$ cat src/rtl/if_stage.sv
// Instruction-fetch stage with IF/ID pipeline register. Drives a variable-latency
// req/ack instruction memory and supports load-use stall and branch flush/redirect.
module if_stage #(
   parameter logic [31:0] PC_RESET  = 32'h0000_0000,
   parameter logic [31:0] NOP_INSTR = 32'h0000_0000
) (
   input  logic        clk_i,
   input  logic        rst_i,
   input  logic        start_i,
   input  logic        stall_i,
   input  logic        flush_i,
   input  logic [31:0] branch_pc_i,
   output logic        imem_req_o,
   output logic [31:0] imem_addr_o,
   input  logic        imem_ack_i,
   input  logic [31:0] imem_data_i,
   output logic [31:0] pc_o,
   output logic [31:0] instr_o,
   output logic        valid_o,
   output logic        busy_o
);

   typedef enum logic [1:0] {
      S_IDLE,
      S_FETCH,
      S_HOLD,
      S_DISCARD
   } state_e;

   state_e      state_q, state_d;
   logic [31:0] pc_q, pc_d;
   logic [31:0] addr_q, addr_d;     // address of the abandoned request while discarding
   logic [31:0] buf_q, buf_d;
   logic [31:0] if_pc_q, if_pc_d;
   logic [31:0] if_instr_q, if_instr_d;
   logic        if_valid_q, if_valid_d;

   logic [31:0] pc_plus4;
   logic [31:0] target;

   assign pc_plus4 = pc_q + 32'd4;
   assign target   = branch_pc_i & ~32'h0000_0003;

   // NOTE: every variable assigned here gets a default first, so no path can infer a latch.
   always_comb begin
      state_d    = state_q;
      pc_d       = pc_q;
      addr_d     = addr_q;
      buf_d      = buf_q;
      if_pc_d    = if_pc_q;
      if_instr_d = if_instr_q;
      if_valid_d = if_valid_q;

      unique case (state_q)
         S_IDLE: begin
            if (start_i) state_d = S_FETCH;
         end

         S_FETCH: begin
            if (flush_i) begin
               if_instr_d = NOP_INSTR;
               if_valid_d = 1'b0;
               pc_d       = target;
               if (!imem_ack_i) begin
                  addr_d  = pc_q;
                  state_d = S_DISCARD;
               end
            end else if (imem_ack_i && !stall_i) begin
               if_pc_d    = pc_plus4;
               if_instr_d = imem_data_i;
               if_valid_d = 1'b1;
               pc_d       = pc_plus4;
            end else if (imem_ack_i) begin
               buf_d   = imem_data_i;
               state_d = S_HOLD;
            end else if (!stall_i) begin
               if_instr_d = NOP_INSTR;
               if_valid_d = 1'b0;
            end
         end

         S_HOLD: begin
            if (flush_i) begin
               if_instr_d = NOP_INSTR;
               if_valid_d = 1'b0;
               pc_d       = target;
               state_d    = S_FETCH;
            end else if (!stall_i) begin
               if_pc_d    = pc_plus4;
               if_instr_d = buf_q;
               if_valid_d = 1'b1;
               pc_d       = pc_plus4;
               state_d    = S_FETCH;
            end
         end

         S_DISCARD: begin
            // The old request must complete; its data is thrown away.
            if (flush_i) pc_d = target;
            if (imem_ack_i) state_d = S_FETCH;
            if (flush_i || !stall_i) begin
               if_instr_d = NOP_INSTR;
               if_valid_d = 1'b0;
            end
         end

         default: state_d = S_IDLE;
      endcase
   end

   // NOTE: state registers use non-blocking assignments so all flops update together.
   always_ff @(posedge clk_i or negedge rst_i) begin
      if (!rst_i) begin
         state_q    <= S_IDLE;
         pc_q       <= PC_RESET;
         addr_q     <= PC_RESET;
         buf_q      <= 32'h0;
         if_pc_q    <= 32'h0;
         if_instr_q <= NOP_INSTR;
         if_valid_q <= 1'b0;
      end else begin
         state_q    <= state_d;
         pc_q       <= pc_d;
         addr_q     <= addr_d;
         buf_q      <= buf_d;
         if_pc_q    <= if_pc_d;
         if_instr_q <= if_instr_d;
         if_valid_q <= if_valid_d;
      end
   end

   assign imem_req_o  = (state_q == S_FETCH) || (state_q == S_DISCARD);
   assign imem_addr_o = (state_q == S_DISCARD) ? addr_q : pc_q;
   assign busy_o      = imem_req_o & ~imem_ack_i;
   assign pc_o        = if_pc_q;
   assign instr_o     = if_instr_q;
   assign valid_o     = if_valid_q;

endmodule
$ cat config.mk
export PLATFORM = sky130hd
export DESIGN_NAME = if_stage
export DESIGN_NICKNAME = d
export VERILOG_FILES = /design/src/rtl/if_stage.sv
export SDC_FILE = /design/constraint.sdc
export NUM_CORES = 1
export LEC_CHECK = 0
export BUFFER_PORTS_ARGS = -buffer_cell sky130_fd_sc_hd__clkbuf_2
export CORE_ASPECT_RATIO = 0.9
export CORE_MARGIN = 4
export CORE_UTILIZATION = 46
export DETAILED_ROUTE_END_ITERATION = 7
export PLACE_DENSITY_LB_ADDON = 0.08
export SLEW_MARGIN = 5
export SYNTH_ARGS = -nofsm -noshare
export SYNTH_HDL_FRONTEND = slang
export SYNTH_SLANG_ARGS = --single-unit
$ cat constraint.sdc
create_clock -name clk_i -period 2.82 [get_ports clk_i]
set_clock_uncertainty 0.15 [all_clocks]
set_input_delay 0.423 -clock clk_i [delete_from_list [all_inputs] [get_ports clk_i]]
set_output_delay 0.423 -clock clk_i [all_outputs]
set_load 0.005 [all_outputs]
# == Yosys cells after proc, flatten, opt, wreduce, memory -nomap -nowiden ==
# Cells that the tools add are included.
# classes
bitwise_logic,4
n_mux,35
n_reduce_logical,13
addsub,1
eq_ne,18
# ops
operator,n
$mux 32,15
$pmux 32 s3,2
$pmux 32 s2,1
$add 32x3->32 const B,1
$mux 2,8
$ne 2x2->1 const B,8
$ne 3x3->1 const B,5
$reduce_and 5->1,2
$ne 4x4->1 const B,2
$pmux 2 s4,1
$reduce_and 4->1,2
$mux 1,7
$reduce_and 6->1,1
$eq 2x2->1 const B,2
$not 1->1,3
$pmux 1 s3,1
$reduce_and 3->1,1
$reduce_bool 3->1,1
$eq 2x1->1 const B,1
$logic_not 2->1,1
$logic_or 1x1->1,2
$reduce_bool 2->1,1
$and 1x1->1,1
$logic_and 1x1->1,1
$logic_not 1->1,1
# word_totals
wordCells,78
regBits,163
in_bits,70
output_inout_bits,99

# == Longest topological paths before layout ==
# Gate-level depths: netlist (run 1).
# depth
depth_word,5
ltp_mapped,8
mapped_depth_nobuf,6

# == Least setup slack after synthesis (run 1) ==
# Ideal clock, no wire load.
# synth_path
path_type,input-to-reg
start,in imem_ack_i
end,"reg if_pc_q[23], in the netlist pc_o[23]"
required_time_ns,2.537
path_buffers,3
stages,8
setup_time_ns,0.133
path_slack_ns,0.862
arrival_ns,1.675
cell_sequence,nor2b_1 > mux2i_1 > or3_1 > clkbuf_1 > buf_2 > buf_2 > nand2_1 > o21ai_0
# synth_via
elab_chain_len,3
# synth_rtl
element,line,rtl
from (decl),15,"input logic imem_ack_i,"
$logic_and 1x1->1,68,end else if (imem_ack_i && !stall_i) begin
$ne 2x2->1 (no line),-,
$reduce_and 5->1 (no line),-,
to (signal assigned),126,if_pc_q <= if_pc_d;
to (decl),34,"logic [31:0] if_pc_q, if_pc_d;"
# Every way passes these cells.
# A chain may end at the register's enable or synchronous reset.

# == Final worst setup path (run 1) ==
# layout_path
start,reg state_q[1]
end,out imem_addr_o[26]
# layout_via
elab_chain_len,2
# layout_rtl
element,line,rtl
from (decl),30,"state_e state_q, state_d;"
from (signal assigned),122,state_q <= state_d;
$eq 2x2->1,133,assign imem_addr_o = (state_q == S_DISCARD) ? addr_q : pc_q;
$mux 32,133,
to (decl),14,"output logic [31:0] imem_addr_o,"
# Every way passes these cells.

==> impl_results.md, run 1 <==
* Status: completed
* Post-detailed-route count of antenna-violating nets at 0
* Post-Synth Simple-Gate Area at between 10% and 20%
* Area grow syn2layout at 21.6%
* Critical Path Start Type: register
* Yosys Warn Count at 0
* Dpl cell area at roughly 0.0085 mm^2
* Max Root-Sink Buffers at 2
* CTS buffer count at 17
* Comb pwr share at between 20% and 30%
* P_int at between 5 and 6 mW
* Hold slack final at approximately 95 ps
* Sequential area share after synthesis at a little over half
* CTS H-Tree Depth at 4
* Post-synth EDFFs at 0
* Share of cells above drive strength 1 at a little under two fifths
* Starting Density at about 48%
* # diodes at 0
* CTS Sinks at 157
* CORE AREA at 0.0157 mm^2
* Fin crit share at between 80% and 90%
* Cells after DPL at 1024
* Die Area at around 0.018 mm^2
* Vias per cell at around 5.4
* XOR/XNOR share of the synthesized area at 3.29%
* Post-route cell area at around 0.0091 mm^2
* Met3 usage at around 6.3%
* Max Fanout on Critical Path at 18
* Hold Fails Final Rpt at 0
* Minimum clock period at approximately 2400 ps
* Final setup TNS at 0 ps
* Core Rows at 43
* Vias at between 5k and 6k
* Flops & latches, synth at around 160
* Final net count at roughly 900
* Sw frac at 31.1%
* Final std cells w/o fill at around 1.1k
* Mux share of post-synthesis cell area at roughly 14%
* IO Pins at roughly 170
* First-pass GRT wire length at 29900 um
* Final Wtd Congestion at between 0.7 and 0.8
* Adder-cell share of the synthesized area at 0.168%
* Gate Count Post-Synth at 699
* Met1 Use GR at ~27%
* Hold Crit Class: primary input to register
* Reg power frac at between 40% and 50%
* DR WL/cell at between 15 and 20 um
* Slew headroom at a little over two fifths
* Final setup viols at 0
* Pleak at 4.03 nW
* Die Span Y at around 130 um
* Maxcap violations at 0
* Least-Margin Pin Slew at 845 ps
* Worst skew pair latency at between 400 and 500 ps
* Synth Cell Area at 0.00745 mm^2
* Clock power share at 28.6%
* Grt peak-use layer: met2
* Clock Root Buffer: clkbuf_16
* Dominant combinational cell family by area after synthesis: compound AO/OA/AOI/OAI gates
* Pwr/cell area at between 800 and 900 mW/mm^2
* Synth unique cells at 40
* TritonRoute pass-1 iters at 4
* P_sw at 2.37 mW
* GRT Total Usage at between 20% and 30%
* Detailed Route WL at about 18000 um
* DP Wirelength at roughly 13000 um
* Fin. max-slew vios at 0
* 1st-iter DRT viols at between 200 and 300
* Post-synthesis compound-gate area fraction at between 10% and 20%
* Final Total Pwr at approximately 7.6 mW
* RSZ-0062 raised after global routing: false
* Die Width at about 140 um
* Met2 Usage GRT at between 30% and 40%
* Max Fclk at slightly above 0.4 GHz
* Mean Syn Cell Area at roughly 11 um^2
* Post-CTS setup buffer count at 0
* I/O Buffers at about 160
* Largest net degree at the start of global routing at between 70 and 80
* Critical path arrival at roughly 1900 ps
* Peak VDD IR at around 0.51 mV
* CTS clock-pin slew for the worst setup and hold paths at 60 ps
* Initial antenna violation count at 0
* Crit end category: output port
* Ys async rst share at 100%
* CTS tree: built
* Total global routing overflow at 0
* Most used flip-flop cell after synthesis: dfrtp_1
* Critical Path RT at 2250 ps
* Worst Path Class, Setup: register to output port
* Post-route DRC at 0
* Vias in the first global route at roughly 5.8k
==> Yosys cell counts (all sizes together), types with 2 or more instances <==
cell type,instances,share of area (%)
or3,4,0.34
buf,24,1.7
nor3b,2,0.20
mux2,93,14
o22ai,18,1.5
xnor2,6,0.71
a22oi,35,3.5
nor4,2,0.57
nand4,7,0.79
mux2i,2,0.27
and3,4,0.34
nand2b,4,0.34
nor2b,3,0.25
inv,3,0.15
nand3,23,1.5
clkbuf,39,2.0
xor2,22,2.6
dfrtp,157,53
nor2,10,0.50
a2bb2oi,15,1.8
and4,3,0.35
nor3,4,0.27
a21oi,33,2.2
o21ai,75,5.0
nand2,100,5.0
==> critical path, stage by stage, from the launching register on <==
cell      delay [ps]
dfrtp_1          370
buf_4            180
nand2_1           90
buf_4            280
mux2_2           390
clkbuf_2         120
==> repair_timing <==
item / CTS / global route
resized for setup: 0 / 0
hold buffers: 1 / 0
hold endpoints to repair: 52 / 0
==> registers in the layout (all words and copies together) (netlist names) <==
register and cells:
buf_q 32, instr_o 32, addr_q 30, pc_o 30
pc_q 30, state_q 2, valid_o 1
==> worst paths after layout <==
check | end | start | cells past startpoint | slack (ps)
min in group asynchronous | addr_q[20]$_DFFE_PN0P_ | rst_i | 2 | 390
setup reg to reg | pc_q[31]$_DFFE_PN0P_ | pc_q[4]$_DFFE_PN0P_ | 5 | 510
max in group asynchronous | instr_o[26]$_DFFE_PN0P_ | rst_i | 3 | 1400
hold / removal | state_q[0]$_DFFE_PN0P_ | start_i | 2 | 90
hold reg to reg | instr_o[29]$_DFFE_PN0P_ | instr_o[29]$_DFFE_PN0P_ | 2 | 330
setup / recovery | imem_addr_o[26] | state_q[1]$_DFFE_PN0P_ | 5 | 390
==> cells in the final DEF (no fill, tap or decap), types with 2 or more instances in the layout <==
cell type | synthesis | layout
o22ai_1 | 18 | 18
xnor2_1 | 6 | 6
nand3_1 | 23 | 23
nor4_4 | 2 | 2
clkbuf_8 | 0 | 2
a2bb2oi_1 | 15 | 15
nand4_1 | 6 | 6
clkbuf_2 | 1 | 161
clkinvlp_4 | 0 | 3
mux2_2 | 93 | 93
clkbuf_16 | 0 | 17
and3_1 | 4 | 4
dfrtp_1 | 157 | 157
conb_1 | 1 | 4
o21ai_0 | 75 | 74
inv_1 | 3 | 3
nand2b_1 | 4 | 4
buf_12 | 0 | 2
mux2i_1 | 2 | 2
xor2_1 | 22 | 22
nor3_1 | 4 | 4
clkinv_4 | 0 | 4
and4_1 | 3 | 3
nor2b_1 | 3 | 3
buf_4 | 4 | 19
or3_1 | 4 | 3
a21oi_1 | 33 | 32
inv_6 | 0 | 2
a22oi_1 | 35 | 35
nand2_1 | 100 | 100
nor3b_2 | 0 | 2
nor2_1 | 10 | 9
clkinv_2 | 0 | 2
==> logic make-up after synthesis <==
| logic type | Yosys count |
|---|---|
| other | 1 |
| AOI/OAI and AO/OA | 183 |
| DFF | 157 |
| adders and majority gates | 1 |
| muxes | 95 |
| buffers and inverters | 66 |
| and+or+nand+nor | 168 |
| xor gates and xnor gates | 28 |
==> final cells by class <==
class                   count  area [um^2]
clock inverters            12          115
multi-input cells         479         3290
clock buffers              19          453
fillers                  1393         6600
repair buffers            184         1010
well taps                 202          253
inverters                   3         11.3
flip-flops and latches    157         3930
==> per-layer routing <==
| metal | part of all wire (%) | vias up |
|---|---|---|
| met5 | 0 | - |
| met4 | 1.0 | 0 |
| met3 | 6.9 | 12 |
| met2 | 48 | 150 |
| met1 | 44 | 2811 |
| li1 | - | 2773 |
==> power groups by stage <==
| stage | logic [mW] | clock network (mW) | registers [mW] |
|---|---|---|---|
| after global placement | 1.93 | 0 | 3.46 |
| after global routing | 2.19 | 2.35 | 3.59 |
| final | 1.96 | 2.18 | 3.48 |
| after floorplan | 1.33 | 0 | 3.31 |
| after CTS | 2.00 | 2.24 | 3.48 |
| after detailed placement | 1.98 | 0 | 3.51 |
==> metrics by stage <==
stage               util, %  worst slack [ps]
floorplan                 -               862
global placement       54.2               399
detailed placement     54.2               364
CTS                    57.9               347
global route           57.9               275
finish                 57.9               386
Note: power is estimated with default switching activity, not from simulation.
==> run 2, diff against run 1 <==
--- a/config.mk
+++ b/config.mk
@@ -11,6 +11,7 @@
 export CORE_UTILIZATION = 46
 export DETAILED_ROUTE_END_ITERATION = 7
 export PLACE_DENSITY_LB_ADDON = 0.08
+export SKIP_CTS_REPAIR_TIMING = 1
 export SLEW_MARGIN = 5
 export SYNTH_ARGS = -nofsm -noshare
 export SYNTH_HDL_FRONTEND = slang
==> constraint.sdc (replaced) <==
create_clock -name clk_i -period 2.82 [get_ports clk_i]
set_clock_uncertainty 0.15 [all_clocks]
set_input_delay 0.564 -clock clk_i [delete_from_list [all_inputs] [get_ports clk_i]]
set_output_delay 0.564 -clock clk_i [all_outputs]
set_load 0.05 [all_outputs]
==> run 2 against run 1 <==
Effect of this change:
- the flow now finishes with violations (negative hold slack)
- global-route usage is 0.12 points higher
- total power is 20% higher
- largest power group unchanged
- sequential share of layout area is 0.26 points lower
- fmax is 9.7% lower
- critical path type unchanged
- critical path depth is 1 lower
- largest cell class unchanged
- count of clock-buffer cells in the layout is 2 lower
- clock power is 5% higher
- combinational power is 71% higher
==> impl_results.md, run 2 (same netlist as run 1, synthesis figures left out) <==
* Clock Root Buffer: clkbuf_16
* Commonest non-fill, non-tap cell in the layout: clkbuf_2
* Filler Cell Count at 1341 (-3.7%)
* Vias at 5876 (+2.3%)
* I/O Buffers at 162 (unchanged)
* Final Total Pwr at 9.11 mW (+20%)
* Failing checks: negative hold slack
* Post-detailed-route count of antenna-violating nets at 0 (unchanged)
* RSZ-0062 raised after global routing: false
* DR WL/cell at 17.7 um (+2.2%)
* CTS clock-pin slew for the worst setup and hold paths at 60 ps (about the same)
* Area grow syn2layout at 22.4%
* DP Wirelength at 12900 um (+2.2%)
* Critical Path RT at 2110 ps (-140 ps)
* Final setup viols at 0 (unchanged)
* Critical path arrival at 1980 ps (+120 ps)
* Peak VDD IR at 0.649 mV (+27%)
* Maxcap violations at 0 (unchanged)
* Hold Crit Class: primary input to asynchronous set/reset pin
* Die Width at 142 um (unchanged)
* # diodes at 0 (unchanged)
* Share of cells above drive strength 1 at 37.6% (+0.41 points)
* Detailed Route WL at 18800 um (+2.6%)
* TritonRoute pass-1 iters at 5 (+1)
* Die Area at 0.0183 mm^2 (unchanged)
* Minimum clock period at 2690 ps (+260 ps)
* Initial antenna violation count at 0 (unchanged)
* Pwr/cell area at 1000 mW/mm^2 (+19%)
* CTS Sinks at 157 (unchanged)
* Vias in the first global route at 5880 (+1.0%)
* First-pass GRT wire length at 30200 um (+1.1%)
* Largest net degree at the start of global routing at 76 (unchanged)
* Reg power frac at 38.0% (-7.7 points)
* Max Fclk at 0.371 GHz (-9.7%)
* Final net count at 916 (+0.33%)
* GRT Total Usage at 20.7% (+0.12 points)
* Total global routing overflow at 0 (unchanged)
* Pleak at 4.05 nW (+0.58%)
* Starting Density at 47.6% (unchanged)
* Post-route DRC at 0 (unchanged)
* P_int at 5.33 mW (+1.5%)
* Clock power share at 25.1% (-3.5 points)
* Sw frac at 41.5% (+10 points)
* Least-Margin Pin Slew at 775 ps (-69.7 ps)
* Crit end category: output port
* IO Pins at 169 (unchanged)
* 1st-iter DRT viols at 255 (-13%)
* Fin. max-slew vios at 0 (unchanged)
* Final Wtd Congestion at 0.803 (+0.83%)
* Hold slack final at -23.8 ps (-119 ps)
* CTS tree: built
* Final setup TNS at 0 ps (unchanged)
* Core Rows at 43 (unchanged)
* Slew headroom at 48.3% (+4.6 points)
* CTS H-Tree Depth at 4 (unchanged)
* CORE AREA at 0.0157 mm^2 (unchanged)
* Hold Fails Final Rpt at 10 (+10)
* Max Root-Sink Buffers at 2 (unchanged)
* Fin crit share at 95.5% (+9.2 points)
* Worst Path Class, Setup: register to output port
* CTS buffer count at 17 (unchanged)
* Max Fanout on Critical Path at 18 (unchanged)
* Die Span Y at 129 um (unchanged)
* P_sw at 3.78 mW (+60%)
* Comb pwr share at 36.9% (+11 points)
* Vias per cell at 5.54 (+1.9%)
* Most frequent cells in the layout: 161 x clkbuf_2, 157 x dfrtp_1, 100 x nand2_1, 93 x mux2_2, 74 x o21ai_0
* Critical Path Start Type: register
* Worst skew pair latency at 430 ps (about the same)
* Status: finished with violations
run 2: changes by cell type in the layout (fill, tap and decap cells not counted):
| cell | previous run | this run |
|---|---|---|
| buf_4 | 19 | 22 |
| clkbuf_8 | 2 | 0 |
| buf_12 | 2 | 3 |
| bufinv_16 | 1 | 2 |
| clkinv_2 | 2 | 1 |
| clkinv_4 | 4 | 5 |
| clkinvlp_4 | 3 | 4 |
| dlygate4sd3_1 | 1 | 0 |
| inv_6 | 2 | 3 |
run 2: power by group through the flow:
stage               clock network, mW  logic (mW)  registers, mW
finish                           2.29        3.36           3.46
global route                     2.42        3.60           3.56
CTS                              2.32        3.40           3.46
detailed placement                  0        3.38           3.50
global placement                    0        3.33           3.44
floorplan                           0        2.00           4.01
run 2: worst max-delay path, stage by stage, from the launching register on:
cell and delay, ps:
dfrtp_1 500, nand2_1 130, buf_4 290, mux2_2 400, clkbuf_2 240
run 2: stage by stage:
| stage | utilization [%] | setup slack, ps | instance area [um^2] | hold slack [ps] | instances |
|---|---|---|---|---|---|
| floorplan | - | 387 | 7460 | 118 | 702 |
| detailed placement | 54.4 | 324 | 8520 | 320 | 1028 |
| finish | 58.2 | 126 | 9110 | -23.8 | 1060 |
| CTS | 58.2 | 92.0 | 9110 | 3.28 | 1060 |
| global placement | 54.4 | 378 | 8520 | 311 | 1028 |
| global route | 58.2 | 17.3 | 9110 | 20.6 | 1060 |
run 2: routing by layer:
layer | part of all wire [%] | vias up | track usage (%)
met5 | 0 | - | 0
met4 | 1.2 | 0 | 6.26
met3 | 5.9 | 17 | 5.57
met2 | 49 | 163 | 33.0
met1 | 44 | 2910 | 28.0
li1 | - | 2786 | -
run 2: worst paths after layout:
kind,depth (start not counted),slack (ps),startpoint,to
min in group clk_i,2,240,imem_data_i[10],buf_q[10]$_DFFE_PN0P_
hold reg to reg,2,330,instr_o[25]$_DFFE_PN0P_,instr_o[25]$_DFFE_PN0P_
setup reg to reg,5,440,state_q[0]$_DFFE_PN0P_,pc_q[26]$_DFFE_PN0P_
hold / removal,1,-20,rst_i,pc_o[21]$_DFFE_PN0P_
setup / recovery,4,130,state_q[0]$_DFFE_PN0P_,imem_addr_o[26]
max in group asynchronous,2,1750,rst_i,pc_q[4]$_DFFE_PN0P_
run 2: cell type report:
type	instances	area (um^2)	share of cell area, %
Clock buffer	17	425	4.67
Clock inverter	15	165	1.81
Inverter	3	11.3	0.124
Multi-Input combinational cell	479	3290	36.1
Sequential cell	157	3930	43.1
Tap cell	202	253	2.77
Timing Repair Buffer	187	1040	11.4
